$ cat src/rtl/s_machine_pkg.sv
// Shared S-Machine definitions: opcodes, instruction field positions, sequencer states.
package s_machine_pkg;

    localparam int INST_W = 16;

    // Opcode occupies inst[15:12]; src (operand B) and dst (operand A) are 3-bit fields.
    localparam int OP_LSB  = 12;
    localparam int OP_W    = 4;
    localparam int SRC_LSB = 3;
    localparam int DST_LSB = 0;
    localparam int FIELD_W = 3;

    localparam logic [3:0] OP_ADD  = 4'b0100;
    localparam logic [3:0] OP_SUB  = 4'b0101;
    localparam logic [3:0] OP_SWAP = 4'b0111;

    typedef enum logic [1:0] {
        IDLE  = 2'd0,
        READ  = 2'd1,
        EXEC  = 2'd2,
        WRITE = 2'd3
    } state_e;

    // ALU-class opcodes are 01xx; only these are allowed to change registers or PSW.
    function automatic logic is_alu_op(input logic [3:0] op);
        return (op & 4'b1100) == 4'b0100;
    endfunction

endpackage

$ cat src/rtl/reg_file.sv
// Register file: two combinational read ports, one debug read port,
// two write ports where port A wins on an address collision.
module reg_file #(
    parameter int DATA_W = 16,
    parameter int NREGS  = 8,
    parameter int AW     = $clog2(NREGS)
) (
    input  logic              clk_i,
    input  logic              rst_ni,
    input  logic [AW-1:0]     ra_addr_i,
    output logic [DATA_W-1:0] ra_data_o,
    input  logic [AW-1:0]     rb_addr_i,
    output logic [DATA_W-1:0] rb_data_o,
    input  logic [AW-1:0]     dbg_addr_i,
    output logic [DATA_W-1:0] dbg_data_o,
    input  logic              wa_en_i,
    input  logic [AW-1:0]     wa_addr_i,
    input  logic [DATA_W-1:0] wa_data_i,
    input  logic              wb_en_i,
    input  logic [AW-1:0]     wb_addr_i,
    input  logic [DATA_W-1:0] wb_data_i
);

    logic [NREGS-1:0][DATA_W-1:0] mem_q;

    // Per-entry write with port-A priority; whole array clears on reset.
    always_ff @(posedge clk_i or negedge rst_ni) begin
        if (!rst_ni) begin
            mem_q <= '0;
        end else begin
            for (int i = 0; i < NREGS; i++) begin
                if (wa_en_i && wa_addr_i == AW'(i))
                    mem_q[i] <= wa_data_i;
                else if (wb_en_i && wb_addr_i == AW'(i))
                    mem_q[i] <= wb_data_i;
            end
        end
    end

    assign ra_data_o  = mem_q[ra_addr_i];
    assign rb_data_o  = mem_q[rb_addr_i];
    assign dbg_data_o = mem_q[dbg_addr_i];

endmodule

$ cat src/rtl/alu_operand_stage.sv
// Operand fetch / writeback stage around the combinational S-Machine ALU.
// Sequencer IDLE->READ->EXEC->WRITE: one instruction every four cycles.
module alu_operand_stage
    import s_machine_pkg::*;
#(
    parameter int DATA_W = 16,
    parameter int NREGS  = 8,
    parameter int AW     = $clog2(NREGS)
) (
    input  logic              clk,
    input  logic              rst_n,
    input  logic              inst_valid,
    output logic              inst_ready,
    input  logic [15:0]       inst,
    output logic              done,
    output logic [15:0]       alu_inst,
    output logic [DATA_W-1:0] alu_A,
    output logic [DATA_W-1:0] alu_B,
    output logic              alu_Z,
    output logic              alu_N,
    output logic              alu_C,
    input  logic [DATA_W-1:0] res_A,
    input  logic [DATA_W-1:0] res_B,
    input  logic              res_Z,
    input  logic              res_N,
    input  logic              res_C,
    input  logic              ld_en,
    input  logic [AW-1:0]     ld_addr,
    input  logic [DATA_W-1:0] ld_data,
    input  logic [AW-1:0]     dbg_addr,
    output logic [DATA_W-1:0] dbg_data
);

    state_e              state_q, state_d;
    logic [INST_W-1:0]   inst_q;
    logic [DATA_W-1:0]   alu_a_q, alu_b_q, res_a_q, res_b_q;
    logic [2:0]          alu_flags_q, res_flags_q, psw_q;   // {Z,N,C}

    logic [OP_W-1:0]     opcode;
    logic [AW-1:0]       src_addr, dst_addr;
    logic                alu_class;
    logic [DATA_W-1:0]   rd_a, rd_b;

    logic                wa_en, wb_en;
    logic [AW-1:0]       wa_addr;
    logic [DATA_W-1:0]   wa_data;

    assign opcode    = inst_q[OP_LSB +: OP_W];
    assign src_addr  = AW'(inst_q[SRC_LSB +: FIELD_W]);
    assign dst_addr  = AW'(inst_q[DST_LSB +: FIELD_W]);
    assign alu_class = is_alu_op(opcode);

    assign inst_ready = (state_q == IDLE);
    assign done       = (state_q == WRITE);

    // Sequencer state register; reset aborts any instruction in flight.
    always_ff @(posedge clk or negedge rst_n) begin
        if (!rst_n) state_q <= IDLE;
        else        state_q <= state_d;
    end

    // Next state: fixed ring, only IDLE waits on the handshake.
    always_comb begin
        state_d = state_q;
        case (state_q)
            IDLE:    if (inst_valid) state_d = READ;
            READ:    state_d = EXEC;
            EXEC:    state_d = WRITE;
            WRITE:   state_d = IDLE;
            default: state_d = IDLE;
        endcase
    end

    // Datapath registers: latch inst, fetch operands, capture ALU results, update PSW.
    always_ff @(posedge clk or negedge rst_n) begin
        if (!rst_n) begin
            inst_q      <= '0;
            alu_a_q     <= '0;
            alu_b_q     <= '0;
            alu_flags_q <= '0;
            res_a_q     <= '0;
            res_b_q     <= '0;
            res_flags_q <= '0;
            psw_q       <= '0;
        end else begin
            case (state_q)
                IDLE: if (inst_valid) inst_q <= inst;
                READ: begin
                    alu_a_q     <= rd_a;
                    alu_b_q     <= rd_b;
                    alu_flags_q <= psw_q;
                end
                EXEC: begin
                    res_a_q     <= res_A;
                    res_b_q     <= res_B;
                    res_flags_q <= {res_Z, res_N, res_C};
                end
                WRITE: if (alu_class) psw_q <= res_flags_q;
                default: ;
            endcase
        end
    end

    // Write port A carries the preload in IDLE and the dst writeback in WRITE;
    // port B only carries the SWAP second result.
    always_comb begin
        wa_en   = 1'b0;
        wa_addr = ld_addr;
        wa_data = ld_data;
        wb_en   = 1'b0;
        if (state_q == IDLE) begin
            wa_en = ld_en;
        end else if (state_q == WRITE) begin
            wa_en   = alu_class;
            wa_addr = dst_addr;
            wa_data = res_a_q;
            wb_en   = (opcode == OP_SWAP);
        end
    end

    reg_file #(.DATA_W(DATA_W), .NREGS(NREGS), .AW(AW)) u_rf (
        .clk_i      (clk),
        .rst_ni     (rst_n),
        .ra_addr_i  (dst_addr),
        .ra_data_o  (rd_a),
        .rb_addr_i  (src_addr),
        .rb_data_o  (rd_b),
        .dbg_addr_i (dbg_addr),
        .dbg_data_o (dbg_data),
        .wa_en_i    (wa_en),
        .wa_addr_i  (wa_addr),
        .wa_data_i  (wa_data),
        .wb_en_i    (wb_en),
        .wb_addr_i  (src_addr),
        .wb_data_i  (res_b_q)
    );

    assign alu_inst = inst_q;
    assign alu_A    = alu_a_q;
    assign alu_B    = alu_b_q;
    assign {alu_Z, alu_N, alu_C} = alu_flags_q;

endmodule

$ cat config.mk
export PLATFORM = sky130hd
export DESIGN_NAME = alu_operand_stage
export DESIGN_NICKNAME = d
export VERILOG_FILES = /design/src/rtl/s_machine_pkg.sv /design/src/rtl/reg_file.sv /design/src/rtl/alu_operand_stage.sv
export SDC_FILE = /design/constraint.sdc
export NUM_CORES = 1
export LEC_CHECK = 0
export CORE_UTILIZATION = 40
export CTS_CLUSTER_DIAMETER = 200
export DETAILED_ROUTE_END_ITERATION = 7
export PLACE_DENSITY = 0.69
export REMOVE_ABC_BUFFERS = 1
export SLEW_MARGIN = 20
export SYNTH_ARGS = -nofsm -noshare
export SYNTH_HDL_FRONTEND = slang
export SYNTH_SLANG_ARGS = --single-unit
$ cat constraint.sdc
create_clock -name clk -period 2.2 [get_ports clk]
set_input_delay 0.44 -clock clk [delete_from_list [all_inputs] [get_ports clk]]
set_output_delay 0.44 -clock clk [all_outputs]
set_load 0.02 [all_outputs]
==> results_dict.tcl <==
set metrics [dict create \
    clock_path_buffers 3 \
    n_antenna_cell 0 \
    drt-total-wl_microns 38100 \
    slowest_delay_ns 0.48 \
    netlist_area_sq_mm 0.0127 \
    critical_path.cell_chain "mux4_2 -> mux2_4 -> buf_6" \
    setup_viol_count_final 16 \
    start_util_pct 41.1 \
    worst_pin_slew_ns 0.548 \
    r2r_end "u_rf.mem_q[15]" \
    grt_overflow 0 \
    fmax_ghz 0.434 \
    yosys_warnings 0 \
    multiInputGateArea_sq_mm 0.00691 \
    grt_pass1_vias 9559 \
    layout_setup_ws_ns -0.106 \
    leakagePower_nw 7.18 \
    drc 0 \
    synth_ff_type "dfrtp_1" \
    hold_viol 0 \
    nets 1267 \
    drtAntennaViolNets 0 \
    ys_ff_latch 219 \
    total_power_mw 25.7 \
    critPathKind "reg2out" \
    reg2reg_depth 8 \
    grtUsageTotal_pct 23.4 \
    cellPowerDensity_mw_per_mm2 1490 \
    yosysTopAreaCellShare_pct 43.1 \
    layout_min_cycle_time_ns 2.31 \
    power_frac_comb_pct 52.8 \
    drv_slew 0 \
    startpoint_type "register" \
    endpoint_kind "output pin" \
    numPortBuffers 145 \
    switching_share_pct 36.6 \
    outcome "finished with violations" \
    gp_congestion 0.833 \
    pin_count 146 \
    path_max_fanout 4 \
    fp.dieW_microns 180 \
    postPlaceCellArea_sq_mm 0.0155 \
    p_switching_mw 9.39 \
    violations "negative setup slack" \
    synthCells 893 \
    grt_max_degree 65 \
    synth_area_leaders "dfrtp_1, mux2i_1, mux4_2" \
    slew_headroom_pct 63.5 \
    htreeDepth 1 \
    ctsRootBufferMaster "clkbuf_16" \
    vdd_drop_max_mv 0.771 \
    dp.cells 1474 \
    die_area_sq_mm 0.0325 \
    drive_gt1_share_pct 38.6 \
    ys_seq_area_share_pct 43.1 \
    cp_num_buf_inv 1 \
    antenna_found_initial 1 \
    dp_hpwl_microns 23600 \
    register_area_sq_mm 0.00549 \
    finalSetupTns_ns -0.816 \
    synth-edff-count 0 \
    clock_sinks 219 \
    synth_area_leader_cell "dfrtp_1" \
    rsz0062_at_grt "yes" \
    worstSkewPairLatency_ns 0.53 \
    pwr-share-clk_pct 17.5 \
    hold_path.class "in2async" \
    area_growth_pct 35.3 \
    pre_cts_ws_ns -0.649 \
    synthArstFlopShare_pct 100 \
    internal_power_mw 16.3 \
    core_area_sq_mm 0.0309 \
    reg2reg_from "state_q[0]" \
    final_cell_mix "mux2i_1, dfrtp_1, buf_4" \
    die_h_microns 180 \
    critPathSlowestCell "mux4_2" \
    clkTransAtPathRegs_ns 0.07 \
    seq_power_share_pct 29.7 \
    final_cell_count_no_fill 1600 \
    rows 64 \
    n_fill_cell 2524 \
    final_common_cell "mux2i_1" \
    drt-initial-drc-count 511 \
    synthDistinctLibCells 32 \
    cp.arrival_ns 1.87 \
    grt_pass1_wl_microns 57700 \
    postSynthAreaPerCell_sq_um 14.2 \
    viasPerCell 5.63 \
    final_area_sq_mm 0.0172 \
    holdWs_ns 0.456 \
    wl_per_cell_microns 23.8 \
    rrSetupSlack_ns 0.07 \
    drtPass1Iterations 5 \
    required_ns 1.76 \
    period_share_pct 105 \
    final_core_util_pct 55.7 \
    vias 9012 \
    skew_ns 0.0129 \
    cts_tree "done" \
    crit_family "multiplexers" \
    maxCapViolations 0 \
    numCtsBuffers 26 \
]
area by class of cell:
| class | instances | share of cell area (%) |
|---|---|---|
| flip-flops and latches | 219 | 31.9 |
| inverters | 5 | 0.109 |
| clock inverters | 9 | 0.698 |
| well taps | 396 | 2.88 |
| repair buffers | 349 | 19.8 |
| multi-input cells | 585 | 40.2 |
| clock buffers | 37 | 4.49 |
worst reg2reg max path, delay by kind of cell, from the launching register on:
kind            cells  cell delay, ns
flops               1            0.38
mux                 1            0.24
simple gates        2            0.53
compound gates      1            0.24
buf+inv             3            0.48
fa+ha+maj           1            0.17
how the worst max path moves through the flow:
stage,startpoint,to,depth (start not counted)
2_1_floorplan,state_q[0],u_rf.mem_q[0],6
3_3_place_gp,dbg_addr[1],dbg_data[14],5
3_5_place_dp,dbg_addr[1],dbg_data[14],5
4_1_cts,u_rf.mem_q[2],dbg_data[2],3
5_1_grt,u_rf.mem_q[3],dbg_data[3],3
6_report,u_rf.mem_q[67],dbg_data[3],3
synthesized netlist by cell type (2+ instances only):
master / count
mux2i_1: 304
dfrtp_1: 219
mux4_2: 96
mux2_2: 73
nor2_1: 34
a21oi_1: 33
clkbuf_1: 31
buf_2: 22
buf_1: 11
buf_4: 10
nor3_4: 10
buf_6: 9
nand2b_1: 6
inv_1: 5
a31oi_1: 4
ha_1: 4
nand2_1: 3
nand3b_1: 2
nor2b_1: 2
nor4bb_1: 2
or4_1: 2
power by group through the flow:
stage	combinational, mW	sequential, mW	clock [mW]
floorplan	6.59	8.29	0
global placement	11.8	7.79	0
detailed placement	12.0	7.84	0
CTS	13.2	7.59	4.61
global route	14.5	7.86	4.76
finish	13.5	7.62	4.50
logic make-up (layout without fill, tap and decap cells):
kind of cell / count (synthesis) / count (layout) / share of synthesized area [%]
compound gates: 41 / 41 / 1.78
fa+ha+maj: 4 / 4 / 0.394
buf+inv: 89 / 400 / 3.76
flops: 219 / 219 / 43.1
mux: 473 / 473 / 47.4
simple gates: 67 / 67 / 3.57
flip-flops by register name, indices dropped and copies added, names as in the netlist:
| signal | count |
|---|---|
| alu_inst | 16 |
| alu_A | 16 |
| res_flags_q | 3 |
| psw_q | 3 |
| state_q | 2 |
| alu_flags_q | 3 |
| res_a_q | 16 |
| alu_B | 16 |
| res_b_q | 16 |
| u_rf.mem_q | 128 |
routing by layer:
| layer | GRT usage (%) | share of wire [%] | vias up |
|---|---|---|---|
| met5 | 0 | 0 | - |
| met4 | 7.28 | 2.8 | 0 |
| met3 | 5.09 | 7.2 | 65 |
| met2 | 38.6 | 48 | 319 |
| met1 | 30.9 | 42 | 4631 |
| li1 | - | - | 3997 |
repair_timing:
item                                    CTS  global route
cloned                                    1             2
setup buffers                            60            16
hold buffers                              1             0
resized for setup                       129            18
endpoints found under the setup margin   40           146
pin swaps                                 1             1
endpoints found under the hold margin    51             0
Note: power is estimated with default switching activity, not from simulation.
